$ cat src/rtl/conv_pkg.sv
// Shared types, sizes and arithmetic helpers for the 3x3 convolution window MAC.
// The saturation helper maps a signed accumulator onto an unsigned 8-bit pixel.
package conv_pkg;

    localparam int DATA_W = 8;
    localparam int KTAPS  = 9;
    localparam int ACC_W  = 21;

    typedef enum logic [1:0] {
        IDLE  = 2'd0,
        RUN   = 2'd1,
        FLUSH = 2'd2,
        DONE  = 2'd3
    } state_t;

    // Arithmetic shift, then clamp negatives to 0 and anything above the pixel range to all-ones.
    function automatic logic [DATA_W-1:0] sat_u8(input logic signed [ACC_W-1:0] acc,
                                                 input int                      shift);
        logic signed [ACC_W-1:0] r;
        r = acc >>> shift;
        if (r[ACC_W-1]) begin
            sat_u8 = {DATA_W{1'b0}};
        end else if (|r[ACC_W-2:DATA_W]) begin
            sat_u8 = {DATA_W{1'b1}};
        end else begin
            sat_u8 = r[DATA_W-1:0];
        end
    endfunction

endpackage

$ cat src/rtl/conv_line_buffer.sv
// Circular single-row delay line: dout is the pixel written exactly `width` enables ago.
// The pointer wraps at width-1, so only the first `width` entries are ever used.
module conv_line_buffer #(
    parameter int DATA_W = 8,
    parameter int MAX_W  = 16
) (
    input  logic                       clk,
    input  logic                       rst,
    input  logic                       en,
    input  logic [$clog2(MAX_W):0]     width,
    input  logic [DATA_W-1:0]          din,
    output logic [DATA_W-1:0]          dout
);

    localparam int PTR_W = $clog2(MAX_W);

    logic [DATA_W-1:0] mem_r [MAX_W];
    logic [PTR_W-1:0]  ptr_r;

    // Read-before-write: the slot about to be overwritten holds the pixel from one row back.
    assign dout = mem_r[ptr_r];

    // Storage write; contents need no reset because every slot is rewritten before use.
    always_ff @(posedge clk) begin
        if (en) begin
            mem_r[ptr_r] <= din;
        end
    end

    // Pointer advance with wrap at width-1 (also recovers if it is ever beyond the row).
    always_ff @(posedge clk) begin
        if (rst) begin
            ptr_r <= {PTR_W{1'b0}};
        end else if (en) begin
            if ({1'b0, ptr_r} >= width - (PTR_W+1)'(1)) begin
                ptr_r <= {PTR_W{1'b0}};
            end else begin
                ptr_r <= ptr_r + PTR_W'(1);
            end
        end
    end

endmodule

$ cat src/rtl/conv_window_mac.sv
// 3x3 sliding-window multiply-accumulate over a padded row-major pixel stream,
// with a single-entry valid/ready output register and a frame-level start/done handshake.
module conv_window_mac #(
    parameter int DATA_W = 8,
    parameter int MAX_W  = 16,
    parameter int ACC_W  = 21,
    parameter int SHIFT  = 0
) (
    input  logic              clk,
    input  logic              rst,
    input  logic [4:0]        cfg_width,
    input  logic [4:0]        cfg_height,
    input  logic              k_we,
    input  logic [3:0]        k_addr,
    input  logic [DATA_W-1:0] k_data,
    input  logic              start,
    input  logic              in_valid,
    input  logic [DATA_W-1:0] in_pixel,
    output logic              in_ready,
    output logic              out_valid,
    output logic [DATA_W-1:0] out_data,
    input  logic              out_ready,
    output logic              busy,
    output logic              done,
    output logic              cfg_err
);

    import conv_pkg::*;

    localparam logic [5:0] MAX_W_L = 6'(MAX_W);

    state_t                   state_r;
    logic [4:0]               width_r;
    logic [4:0]               height_r;
    logic [4:0]               row_r;
    logic [4:0]               col_r;
    logic                     cfg_err_r;
    logic                     out_valid_r;
    logic [DATA_W-1:0]        out_data_r;
    logic signed [DATA_W-1:0] kernel_r [KTAPS];
    logic [DATA_W-1:0]        win_r [3][3];
    logic [DATA_W-1:0]        win_s [3][3];
    logic [DATA_W-1:0]        lb1_dout_s;
    logic [DATA_W-1:0]        lb2_dout_s;
    logic signed [ACC_W-1:0]  acc_s;
    logic                     out_free_s;
    logic                     accept_s;
    logic                     complete_s;
    logic                     last_s;
    logic                     cfg_ok_s;
    logic                     start_ok_s;
    logic                     lb_rst_s;

    assign out_free_s = !out_valid_r || out_ready;
    assign in_ready   = (state_r == RUN) && out_free_s;
    assign accept_s   = in_valid && in_ready;
    assign complete_s = accept_s && (row_r >= 5'd2) && (col_r >= 5'd2);
    assign last_s     = (row_r == height_r - 5'd1) && (col_r == width_r - 5'd1);
    assign cfg_ok_s   = (cfg_width >= 5'd3) && ({1'b0, cfg_width} <= MAX_W_L) && (cfg_height >= 5'd3);
    assign start_ok_s = (state_r == IDLE) && start && cfg_ok_s;
    // Line-buffer pointers restart with every frame so the row delay is exactly W.
    assign lb_rst_s   = rst || start_ok_s;

    assign out_valid = out_valid_r;
    assign out_data  = out_data_r;
    assign busy      = (state_r != IDLE);
    assign done      = (state_r == DONE);
    assign cfg_err   = cfg_err_r;

    conv_line_buffer #(.DATA_W(DATA_W), .MAX_W(MAX_W)) u_lb1 (
        .clk   (clk),
        .rst   (lb_rst_s),
        .en    (accept_s),
        .width (width_r),
        .din   (in_pixel),
        .dout  (lb1_dout_s)
    );

    conv_line_buffer #(.DATA_W(DATA_W), .MAX_W(MAX_W)) u_lb2 (
        .clk   (clk),
        .rst   (lb_rst_s),
        .en    (accept_s),
        .width (width_r),
        .din   (lb1_dout_s),
        .dout  (lb2_dout_s)
    );

    // Window after this accept: older columns shift left, newest column is (row-2, row-1, row).
    always_comb begin
        for (int r = 0; r < 3; r++) begin
            win_s[r][0] = win_r[r][1];
            win_s[r][1] = win_r[r][2];
            win_s[r][2] = {DATA_W{1'b0}};
        end
        win_s[0][2] = lb2_dout_s;
        win_s[1][2] = lb1_dout_s;
        win_s[2][2] = in_pixel;
    end

    // Unsigned pixel times signed tap, summed over the nine taps of the next window.
    always_comb begin
        acc_s = {ACC_W{1'b0}};
        for (int t = 0; t < KTAPS; t++) begin
            acc_s = acc_s
                  + ($signed({{(ACC_W-DATA_W){1'b0}}, win_s[t/3][t%3]})
                   * $signed({{(ACC_W-DATA_W){kernel_r[t][DATA_W-1]}}, kernel_r[t]}));
        end
    end

    // Frame control FSM: config latch, row/column counting and the rejected-start pulse.
    always_ff @(posedge clk) begin
        if (rst) begin
            state_r   <= IDLE;
            width_r   <= 5'd0;
            height_r  <= 5'd0;
            row_r     <= 5'd0;
            col_r     <= 5'd0;
            cfg_err_r <= 1'b0;
        end else begin
            cfg_err_r <= 1'b0;
            case (state_r)
                IDLE: begin
                    if (start_ok_s) begin
                        width_r  <= cfg_width;
                        height_r <= cfg_height;
                        row_r    <= 5'd0;
                        col_r    <= 5'd0;
                        state_r  <= RUN;
                    end else if (start) begin
                        cfg_err_r <= 1'b1;
                    end
                end
                RUN: begin
                    if (accept_s) begin
                        if (col_r == width_r - 5'd1) begin
                            col_r <= 5'd0;
                            row_r <= row_r + 5'd1;
                        end else begin
                            col_r <= col_r + 5'd1;
                        end
                        if (last_s) begin
                            state_r <= FLUSH;
                        end
                    end
                end
                FLUSH: begin
                    if (out_free_s) begin
                        state_r <= DONE;
                    end
                end
                DONE: begin
                    state_r <= IDLE;
                end
                default: begin
                    state_r <= IDLE;
                end
            endcase
        end
    end

    // Kernel taps are writable only while idle; addresses past the last tap are dropped.
    always_ff @(posedge clk) begin
        if (rst) begin
            for (int t = 0; t < KTAPS; t++) begin
                kernel_r[t] <= {DATA_W{1'b0}};
            end
        end else if ((state_r == IDLE) && k_we && (k_addr <= 4'd8)) begin
            kernel_r[k_addr] <= k_data;
        end
    end

    // Window shift register advances on every accepted pixel.
    always_ff @(posedge clk) begin
        if (rst) begin
            for (int r = 0; r < 3; r++) begin
                for (int c = 0; c < 3; c++) begin
                    win_r[r][c] <= {DATA_W{1'b0}};
                end
            end
        end else if (accept_s) begin
            win_r <= win_s;
        end
    end

    // Output register: a completing pixel reloads it even in the cycle the old result leaves.
    always_ff @(posedge clk) begin
        if (rst) begin
            out_valid_r <= 1'b0;
            out_data_r  <= {DATA_W{1'b0}};
        end else if (complete_s) begin
            out_valid_r <= 1'b1;
            out_data_r  <= sat_u8(acc_s, SHIFT);
        end else if (out_ready) begin
            out_valid_r <= 1'b0;
        end
    end

endmodule

$ cat config.mk
export PLATFORM = sky130hd
export DESIGN_NAME = conv_window_mac
export DESIGN_NICKNAME = d
export VERILOG_FILES = /design/src/rtl/conv_pkg.sv /design/src/rtl/conv_line_buffer.sv /design/src/rtl/conv_window_mac.sv
export SDC_FILE = /design/constraint.sdc
export NUM_CORES = 2
export LEC_CHECK = 0
export ABC_AREA = 1
export CAP_MARGIN = 10
export CORE_UTILIZATION = 45
export DETAILED_ROUTE_END_ITERATION = 7
export PLACE_DENSITY_LB_ADDON = 0.08
export SKIP_CTS_REPAIR_TIMING = 1
export SYNTH_ARGS = -nofsm -noshare
export SYNTH_HDL_FRONTEND = slang
export SYNTH_SLANG_ARGS = --single-unit
$ cat constraint.sdc
create_clock -name clk -period 7.8 [get_ports clk]
set_input_delay 0.78 -clock clk [delete_from_list [all_inputs] [get_ports clk]]
set_output_delay 0.78 -clock clk [all_outputs]
set_load 0.03 [all_outputs]
==> metrics.yaml <==
drtIter0Drc: 1860
die_h_microns: 298.5
timing.rr.end: "out_data[1]"
root_buffer: "clkbuf_16"
outcome: "finished, violations left"
regArea_sq_um: 11780
ys_ff_latch: 424
antenna_found_initial: 2
coreArea_sq_um: 86890
synth_top_area_share_pct: 29.00
fin_cells: 5568
hold_viol_final: 0
violations: "setup timing"
synth_nets: 5086
clkLatencyLatePin_ps: 630
hpwlAfterDp_mm: 91.92
yosysSeqAreaShare_pct: 29.76
clock.fmax_mhz: 117.1
firstDrtPassIters: 5
cts_max_level: 2
ys_warn_count: 0
ant_nets: 0
reg2reg_depth: 36
avgSynthCellArea_sq_um: 9.515
diodes: 0
cts.reportedPaths.clkPinSlew_ps: 60
synth.area.mux_share_pct: 1.620
rsz0062_at_grt: "true"
multiInputGateArea_sq_um: 23090
cts_sinks: 424
fin_ws_ps: -738.7
slew_headroom_pct: 20.34
grt-ovfl-total: 0
synth_top_family_by_area: "adder cells"
cts_tree: "done"
rows: 108
cp-end-kind: "flip-flop"
cp.arrival_ps: 9020
start_util_pct: 45.52
drv_cap: 0
synth-simple-area-share_pct: 10.88
port-buffer-count: 48
gp_congestion: 0.9108
worst_pin_slew_ps: 1186
cpMostUsedCell: "fa_1"
fill_cells: 8128
r2r_slack_ps: -740
critPathMaxStageDelay_ps: 540
holdPathStages: 2
routedWlPerCell_microns: 20.27
drive_above_1_share_pct: 11.87
synthAdderAreaFrac_pct: 39.12
worstSetupPathType: "flip-flop to flip-flop"
nNetsFinal: 5298
grt_pass1_vias: 27633
route.detailed.drc: 0
worst-endpoint-required_ps: 8280
fin_worst_skew_ps: 29.20
synth_xor_area_share_pct: 0.7940
synth-edff-count: 328
area_growth_pct: 14.87
grt_pass1_wl_mm: 171.0
hold_ws_ps: 495.9
pre_cts_slack_ps: -924.8
critPathLaunchType: "flip-flop"
viasPerCell: 4.880
hold_path.class: "flip-flop to flip-flop"
final.setup.tns_ps: -5810
placed_cells: 5448
die_x_microns: 298.5
io_pins: 49
synth_area_sq_um: 39550
slew_viol_final: 0
drt-total-wl_mm: 112.9
holdPathEnd: "height_r[3]"
synth_compound_area_share_pct: 5.033
async_flop_share_pct: 0
vias: 27173
synth_ff_type: "edfxtp_1"
cpMaxStageDelayCell: "fa_2"
setup_viol: 8
cts_buffer_depth: 3
min_from: "height_r[3]"
cts_buffers: 52
groute.usage.overall_pct: 25.82
final_cell_mix: "inv_1 (1099), nand2_1 (655), fa_1 (556), edfxtp_1 (328), ha_1 (309)"
die_area_sq_um: 89080
yosys-top-cells-area: "fa_1 (29%), edfxtp_1 (25%), inv_1 (11%)"
ys_types: 49
period_minus_slack_ps: 8539
cp_max_fo: 13
min_period_over_period_pct: 109.5
grt_max_degree: 42
synthCells: 4157
synth_top_area_cell: "fa_1"
final_common_cell: "inv_1"
## per-stage QoR
stage / instance area, sq um / utilization (%)
finish: 45430 / 52.29
global route: 45430 / 52.29
CTS: 44790 / 51.55
detailed placement: 42940 / 49.42
global placement: 42940 / 49.42
floorplan: 39610 / -
## worst max-delay path by stage
stage	to	slack [ps]	cells past startpoint
after floorplan	out_data[7]	-90	38
after global placement	out_data[7]	-910	35
after detailed placement	out_data[1]	-920	33
after CTS	out_data[1]	-940	33
after global routing	out_data[5]	-1080	39
final	out_data[1]	-740	36
## cell type report
class	count	area share, %
Multi-Input combinational cell	2417	50.83
Sequential cell	424	25.93
Inverter	1143	9.493
Timing Repair Buffer	331	6.510
Tap cell	1155	3.181
Clock buffer	59	3.010
Clock inverter	39	1.049
## cells in the mapped netlist, types with 20 or more instances
cell type,n
nor2_1,285
inv_1,1110
xor2_1,22
dfxtp_1,96
inv_2,20
nand2_1,679
nand3_1,54
a21oi_1,137
o211ai_1,76
mux2i_1,64
clkbuf_1,127
ha_1,320
edfxtp_1,328
fa_1,573
buf_2,23
o21ai_0,107
## sequential cells by signal, summed over array words and instances, names as in the netlist, 5 cells and up, named ones only
signal	flops
col_r	5
height_r	5
out_data	8
u_lb1.mem_r	128
win_r	48
kernel_r	72
u_lb2.mem_r	128
width_r	5
row_r	5
## per-layer routing
metal	track usage, %	part of all wire (%)	up-vias
li1	-	-	12915
met1	37.92	46	13486
met2	40.68	46	659
met3	2.864	5.0	113
met4	6.838	2.7	0
met5	0	0	-
## critical path: cells and delay by family (launching register included)
family,cells,cell delay (ps)
buffers and inverters,9,770
adder cells (fa/ha/maj),11,5240
XOR/XNOR,1,140
flip-flops,1,400
AND/OR/NAND/NOR,10,1090
AO/OA/AOI/OAI,5,750
## cells by family after synthesis
group	Yosys count
buffers and inverters	1316
AOI/OAI and AO/OA	348
adders and majority gates	893
muxes	64
and+or+nand+nor	1077
xor gates and xnor gates	35
DFF	424
Power is left out: the tool's default activity adds up to more than one toggle a clock period on the data nets, which glitch-free logic cannot reach.
